<file path="src/rtl/seq_controller.sv">
// seq_controller: multi-cycle instruction sequencer for the simple microprocessor.
// Walks FETCH -> DECODE -> EXECUTE -> (MEM_WAIT | MUL_WAIT | HALT) -> RETIRE, with a
// memory-ready timeout, configurable multiply latency and sticky fault reporting.
// Optional feature: define BRANCH_Z_EN to add the Zero port and make JZ_OPCODE a
// legal branch-if-zero instruction; without it JZ_OPCODE raises an illegal-opcode fault.
// Opcode encodings mirror the shared processor parameters.
module seq_controller #(
    parameter int                      OPCODE_WIDTH = 4,
    parameter int                      MUL_LATENCY  = 2,
    parameter int                      MEM_TIMEOUT  = 16,
    parameter logic [OPCODE_WIDTH-1:0] JZ_OPCODE    = 4'hF
) (
    input  logic                    Clk,
    input  logic                    Reset,
    input  logic [OPCODE_WIDTH-1:0] Opcode,
    input  logic                    Mem_Ready,
    input  logic                    Resume,
`ifdef BRANCH_Z_EN
    input  logic                    Zero,
`endif
    output logic                    PC_Clr,
    output logic                    PC_Load,
    output logic                    PC_Inc,
    output logic                    IR_Load,
    output logic                    Reg_Load,
    output logic                    Alu_Add,
    output logic                    Alu_Sub,
    output logic                    Alu_Mul,
    output logic                    Alu_Pass,
    output logic                    Ram_Data_Read,
    output logic                    Ram_Data_Write,
    output logic                    Ram_Inst_Read,
    output logic                    Load_M,
    output logic                    Load_I,
    output logic                    Halted,
    output logic                    Instr_Done,
    output logic                    Fault,
    output logic [1:0]              Fault_Cause
);

    localparam logic [OPCODE_WIDTH-1:0] OP_DONE    = OPCODE_WIDTH'(0);
    localparam logic [OPCODE_WIDTH-1:0] OP_LOAD_M  = OPCODE_WIDTH'(1);
    localparam logic [OPCODE_WIDTH-1:0] OP_LOAD_I  = OPCODE_WIDTH'(2);
    localparam logic [OPCODE_WIDTH-1:0] OP_LOAD_PC = OPCODE_WIDTH'(3);
    localparam logic [OPCODE_WIDTH-1:0] OP_STORE   = OPCODE_WIDTH'(4);
    localparam logic [OPCODE_WIDTH-1:0] OP_ADD     = OPCODE_WIDTH'(5);
    localparam logic [OPCODE_WIDTH-1:0] OP_SUB     = OPCODE_WIDTH'(6);
    localparam logic [OPCODE_WIDTH-1:0] OP_MUL     = OPCODE_WIDTH'(7);

    localparam int TMO_W = (MEM_TIMEOUT < 2) ? 1 : $clog2(MEM_TIMEOUT + 1);
    localparam int MUL_W = (MUL_LATENCY < 2) ? 1 : $clog2(MUL_LATENCY);

    typedef enum logic [2:0] {
        S_RESET, S_FETCH, S_DECODE, S_EXECUTE, S_MEM_WAIT, S_MUL_WAIT, S_HALT, S_RETIRE
    } state_t;

    state_t                  state;
    logic [OPCODE_WIDTH-1:0] op_q;
    logic [OPCODE_WIDTH-1:0] op_sel;
    logic [TMO_W-1:0]        tmo_cnt;
    logic [TMO_W-1:0]        tmo_next;
    logic [MUL_W-1:0]        mul_cnt;
    logic                    tmo_hit;
    logic                    mul_done;
`ifdef BRANCH_Z_EN
    logic                    z_q;
`endif

    // Legal opcodes; JZ_OPCODE is accepted only when the branch feature is built in.
    function automatic logic op_legal(input logic [OPCODE_WIDTH-1:0] op);
        case (op)
            OP_DONE, OP_LOAD_M, OP_LOAD_I, OP_LOAD_PC,
            OP_STORE, OP_ADD, OP_SUB, OP_MUL: op_legal = 1'b1;
`ifdef BRANCH_Z_EN
            JZ_OPCODE: op_legal = 1'b1;
`else
            JZ_OPCODE: op_legal = 1'b0;
`endif
            default: op_legal = 1'b0;
        endcase
    endfunction

    // The current Mem_Ready-low cycle is the one that reaches the timeout limit.
    assign tmo_hit  = (MEM_TIMEOUT != 0) && ((int'(tmo_cnt) + 1) >= MEM_TIMEOUT);
    assign tmo_next = (&tmo_cnt) ? tmo_cnt : tmo_cnt + TMO_W'(1);
    assign mul_done = (int'(mul_cnt) >= (MUL_LATENCY - 1));

    // Sequencer state, latched opcode, wait counters and sticky fault status.
    always_ff @(posedge Clk or posedge Reset) begin
        if (Reset) begin
            state       <= S_RESET;
            op_q        <= '0;
            tmo_cnt     <= '0;
            mul_cnt     <= '0;
            Fault       <= 1'b0;
            Fault_Cause <= 2'b00;
`ifdef BRANCH_Z_EN
            z_q         <= 1'b0;
`endif
        end else begin
            case (state)
                S_RESET: begin
                    tmo_cnt <= '0;
                    state   <= S_FETCH;
                end
                S_FETCH: begin
                    if (Mem_Ready) begin
                        tmo_cnt <= '0;
                        state   <= S_DECODE;
                    end else if (tmo_hit) begin
                        tmo_cnt     <= '0;
                        Fault       <= 1'b1;
                        Fault_Cause <= 2'b10;
                        state       <= S_RESET;
                    end else begin
                        tmo_cnt <= tmo_next;
                    end
                end
                S_DECODE: state <= S_EXECUTE;
                S_EXECUTE: begin
                    op_q    <= Opcode;
`ifdef BRANCH_Z_EN
                    z_q     <= Zero;
`endif
                    tmo_cnt <= '0;
                    mul_cnt <= '0;
                    if (!op_legal(Opcode)) begin
                        Fault       <= 1'b1;
                        Fault_Cause <= 2'b01;
                        state       <= S_RESET;
                    end else begin
                        case (Opcode)
                            OP_LOAD_M, OP_STORE: state <= S_MEM_WAIT;
                            OP_MUL:  state <= (MUL_LATENCY > 0) ? S_MUL_WAIT : S_RETIRE;
                            OP_DONE: state <= S_HALT;
                            default: state <= S_RETIRE;
                        endcase
                    end
                end
                S_MEM_WAIT: begin
                    if (Mem_Ready) begin
                        tmo_cnt <= '0;
                        state   <= S_RETIRE;
                    end else if (tmo_hit) begin
                        tmo_cnt     <= '0;
                        Fault       <= 1'b1;
                        Fault_Cause <= 2'b10;
                        state       <= S_RESET;
                    end else begin
                        tmo_cnt <= tmo_next;
                    end
                end
                S_MUL_WAIT: begin
                    if (mul_done) begin
                        mul_cnt <= '0;
                        state   <= S_RETIRE;
                    end else begin
                        mul_cnt <= mul_cnt + MUL_W'(1);
                    end
                end
                S_HALT: if (Resume) state <= S_RETIRE;
                default: state <= S_FETCH;
            endcase
        end
    end

    // Moore decode of the control word from the state and the instruction's opcode.
    always_comb begin
        PC_Clr = 1'b0; PC_Load = 1'b0; PC_Inc = 1'b0; IR_Load = 1'b0; Reg_Load = 1'b0;
        Alu_Add = 1'b0; Alu_Sub = 1'b0; Alu_Mul = 1'b0; Alu_Pass = 1'b0;
        Ram_Data_Read = 1'b0; Ram_Data_Write = 1'b0; Ram_Inst_Read = 1'b0;
        Load_M = 1'b0; Load_I = 1'b0; Halted = 1'b0; Instr_Done = 1'b0;
        op_sel = (state == S_EXECUTE) ? Opcode : op_q;
        case (state)
            S_RESET:  PC_Clr = 1'b1;
            S_FETCH:  Ram_Inst_Read = 1'b1;
            S_DECODE: IR_Load = 1'b1;
            S_EXECUTE, S_MEM_WAIT, S_MUL_WAIT: begin
                case (op_sel)
                    OP_LOAD_I: Load_I = 1'b1;
                    OP_ADD:    Alu_Add = 1'b1;
                    OP_SUB:    Alu_Sub = 1'b1;
                    OP_MUL:    Alu_Mul = 1'b1;
                    OP_LOAD_M: begin Load_M = 1'b1; Ram_Data_Read = 1'b1; end
                    OP_STORE:  begin Load_M = 1'b1; Alu_Pass = 1'b1; Ram_Data_Write = 1'b1; end
                    default: ;
                endcase
            end
            S_HALT: Halted = 1'b1;
            default: begin
                // Write-back: RAM strobes are dropped, PC moves exactly one way.
                Instr_Done = 1'b1;
                case (op_q)
                    OP_LOAD_I: begin Load_I = 1'b1; Reg_Load = 1'b1; PC_Inc = 1'b1; end
                    OP_ADD:    begin Alu_Add = 1'b1; Reg_Load = 1'b1; PC_Inc = 1'b1; end
                    OP_SUB:    begin Alu_Sub = 1'b1; Reg_Load = 1'b1; PC_Inc = 1'b1; end
                    OP_MUL:    begin Alu_Mul = 1'b1; Reg_Load = 1'b1; PC_Inc = 1'b1; end
                    OP_LOAD_M: begin Load_M = 1'b1; Reg_Load = 1'b1; PC_Inc = 1'b1; end
                    OP_STORE:  begin Load_M = 1'b1; Alu_Pass = 1'b1; PC_Inc = 1'b1; end
                    OP_LOAD_PC: PC_Load = 1'b1;
`ifdef BRANCH_Z_EN
                    JZ_OPCODE: begin
                        if (z_q) PC_Load = 1'b1;
                        else     PC_Inc  = 1'b1;
                    end
`endif
                    default: PC_Inc = 1'b1;
                endcase
            end
        endcase
    end

endmodule

</file>
<file path="config.mk">
export PLATFORM = sky130hd
export DESIGN_NAME = seq_controller
export DESIGN_NICKNAME = d
export VERILOG_FILES = /design/src/rtl/seq_controller.sv
export SDC_FILE = /design/constraint.sdc
export NUM_CORES = 1
export LEC_CHECK = 0
export BUFFER_PORTS_ARGS = -buffer_cell sky130_fd_sc_hd__buf_2
export CORE_ASPECT_RATIO = 0.7
export CORE_UTILIZATION = 44
export CTS_CLUSTER_SIZE = 28
export DETAILED_ROUTE_END_ITERATION = 8
export PLACE_DENSITY = 0.73
export SETUP_SLACK_MARGIN = 0.4
export SYNTH_ARGS = -nofsm -noshare
export SYNTH_HDL_FRONTEND = slang
export SYNTH_SLANG_ARGS = --single-unit
</file>
<file path="constraint.sdc">
create_clock -name Clk -period 5.2 [get_ports Clk]
set_input_delay 0.52 -clock Clk [delete_from_list [all_inputs] [get_ports Clk]]
set_output_delay 0.52 -clock Clk [all_outputs]
set_load 0.02 [all_outputs]
</file>
==> results by group <==
Global routing
  • First-pass GRT wire length: 4.885 mm
  • Largest net degree at the start of global routing: 23
  • Vias in the first global route: 1,026
  • Congestion Overflow GR: 0
  • GR Util All Layers: 21.31%
  • Initial antenna violation count: 0

Synthesis
  • Synth Instances: 141
  • Ys flop type: dfrtp_1
  • Yosys cell types: 53
  • Syn Nets: 151
  • Flops & latches, synth: 16
  • Synthesis Warnings: 0
  • Post-synth EDFFs: 0
  • Post-synth top area cell: dfrtp_1
  • Cell with the most instances after synthesis: dfrtp_1
  • Ys async rst share: 100.0%
  • Sequential-to-total area share from yosys stat: 31.56%
  • Synth Area per Inst: 8.998 um2
  • Mapped Area: 1269 um2
  • Synth top cells by count: 16 x dfrtp_1, 11 x inv_1, 10 x nand2_1, 9 x o21ai_0, 8 x nor2_1
  • Dominant cells by area after synthesis: dfrtp_1 32%, o21ai_0 3.6%, mux2i_4 3.6%, inv_1 3.3%, nand2_1 3.0%
  • Post-synth top area share: 31.56%

Timing
  • Slew @ Worst Pin: approximately 0.72 ns
  • Setup_tns: 0 ns
  • Final clock skew: 0.005002 ns
  • Fmax: 362.6 MHz
  • # setup viols final: 0
  • RSZ-0062 raised after global routing: false
  • Max_slew headroom: 52.13%
  • Final count of pins violating max slew: 0
  • Fin. Hold Viols: 0
  • Minimum clock period: 2.758 ns
  • Crit share post-route: 53.03%

CTS
  • Htree depth: 1
  • Clk root buf: clkbuf_8
  • Clk_lat worst skew: 0.25 ns
  • Post-cts resize count: 0
  • Reg clk slew, reported paths: 0.07 ns
  • CTS tree: built
  • CTS max path bufs: 2
  • Post-CTS setup buffer count: 0
  • Inserted Clock Buffers: 3
  • # clock sinks: 16
  • Hold buffers post-CTS: 0

Floorplan
  • Die ar.: 3106 um2
  • IO Count: 27
  • Initial Util: between 40% and 50%
  • Site row count: 15
  • Die width: ~66 um
  • Die height: 46.93 um
  • Core area: 2590 um2

Detailed routing
  • Starting DRT DRC Count: 81
  • Met1 WL: ~1.5 mm
  • Routed vias: 1,155
  • Antenna Violating Nets Remaining: 0
  • DR WL met3: 125 um
  • Met2 routed WL: 1.336 mm
  • Max layer used: met4
  • Post-DR wirelength/cell: 15.16 um
  • Post-Route WL: 2.986 mm
  • DR DRC count: 0
  • Vias/cell: 5.863
  • 1st-pass router iterations: 4

Pwr
  • Psw: 0.0003797 W
  • Logic pwr share: roughly 52%
  • Cell Pwr Density: 542.1 nW/um2
  • Clock power frac: 14.3%
  • Sequential share of power: ~34%
  • Worst VDD drop: between 200 and 250 uV
  • Switching share of total power: 48.68%
  • Pleak: between 0.6 and 0.7 nW
  • Internal Power: approximately 0.00040 W

Placement
  • PortBufs: 26
  • RePlAce Congestion: 0.8092
  • Final HPWL DP: 2.248 mm

Worst setup path
  • Max Fanout on Critical Path: 22
  • Worst-path cell chain: nand3b_4 -> mux2i_4 -> or2_1 -> o22ai_1 -> buf_2
  • CP max stage delay: 0.81 ns
  • Worst EP required: about 4.7 ns
  • Slowest cell on the critical path: dfrtp_1
  • Endpoint class of the critical path: primary output
  • Worst setup path class: reg -> out
  • Worst EP arrival: around 2.2 ns
  • CP Launch Type: register

Final layout
  • Ant. Diodes: 0
  • Area delta synth->final: 13.41%
  • Final Util: 55.56%
  • Layout cells sized above 1: 24.54%
  • Net count, final: 174
  • Filler cells: 250

Run
  • Max-cap violations: 0

Hold path
  • Min-delay worst type: in -> async

Outcome
  • Status: completed
## power by group through the flow
stage | clock network [W] | logic [W] | registers, W
6_report | 0.000111 | 0.000405 | 0.000263
5_1_grt | 0.000120 | 0.000447 | 0.000270
4_1_cts | 0.000113 | 0.000404 | 0.000259
3_5_place_dp | 0 | 0.000399 | 0.000261
3_3_place_gp | 0 | 0.000388 | 0.000255
2_1_floorplan | 0 | 0.000390 | 0.000190
## layout by cell type, fill, tap and decap left out, types with 3 or more instances in the layout
master	count
buf_2	26
dfrtp_1	16
inv_1	11
nand2_1	10
o21ai_0	9
nor2_1	8
nor2b_1	6
nand2b_1	5
nor3_1	4
clkbuf_8	4
xnor2_1	3
nand3_1	3
a21oi_1	3
mux2i_1	3
o21a_1	3
and3_1	3
o22ai_1	3
o32ai_1	3
o21ai_1	3
## path summary, 6_finish.rpt
check / slack (ns) / depth (start not counted) / to / start
hold reg to reg: 0.46 / 1 / Fault$_DFFE_PP0P_ / Fault$_DFFE_PP0P_
max in group asynchronous: 4.47 / 2 / tmo_cnt[0]$_DFFE_PP0P_ / Reset
min in group Clk: 0.46 / 1 / Fault$_DFFE_PP0P_ / Fault$_DFFE_PP0P_
setup / recovery: 2.44 / 5 / Alu_Mul / state[1]$_DFFE_PP0P_
hold / removal: 0.33 / 2 / tmo_cnt[1]$_DFFE_PP0P_ / Reset
setup reg to reg: 3.01 / 7 / tmo_cnt[1]$_DFFE_PP0P_ / tmo_cnt[0]$_DFFE_PP0P_
## logic make-up (layout without fill, tap and decap cells)
logic type / Yosys count / after routing / share of synthesized area [%]
xor gates and xnor gates: 4 / 4 / 2.762
and+or+nand+nor: 54 / 54 / 25.74
muxes: 7 / 7 / 7.692
DFF: 16 / 16 / 31.56
AOI/OAI and AO/OA: 39 / 39 / 22.49
buffers and inverters: 19 / 41 / 7.791
adders and majority gates: 2 / 2 / 1.972
## per-layer routing
| layer | GRT usage [%] | up-vias |
|---|---|---|
| li1 | - | 558 |
| met1 | 31.89 | 567 |
| met2 | 31.43 | 28 |
| met3 | 5.340 | 2 |
| met4 | 3.830 | 0 |
| met5 | 0 | - |
## layout make-up
cell class | instances | area (um2) | area share (%)
timing repair buffer | 26 | 130.1 | 9.043
inverter | 11 | 41.29 | 2.870
sequential | 16 | 400.4 | 27.83
multi-input combinational | 106 | 769.5 | 53.48
clock buffer | 4 | 55.05 | 3.826
tap | 34 | 42.54 | 2.957
## through the flow
stage               instance area, um2   power, W  setup slack, ns  hold slack (ns)  std cells
finish                            1439  0.0007800            2.442           0.3334        197
detailed placement                1384  0.0006604            2.773           0.4470        193
floorplan                         1269  0.0005808            2.834           0.4337        141
global route                      1439  0.0008366            2.341           0.3954        197
CTS                               1439  0.0007756            2.505           0.3628        197
global placement                  1384  0.0006428            2.906           0.4447        193
## critical path: cells and delay by family, from the launching register on
kind | cells | cell delay, ns
flip-flops | 1 | 0.81
multiplexers | 1 | 0.28
buffers and inverters | 1 | 0.19
AND/OR/NAND/NOR | 2 | 0.53
AO/OA/AOI/OAI | 1 | 0.17
## state kept, by name, indices dropped and copies added, names as in the netlist
signal and flops:
state 3, op_q 4, Fault 1, Fault_Cause 2, mul_cnt 1, tmo_cnt 5
(Power assumes the default switching activity.)
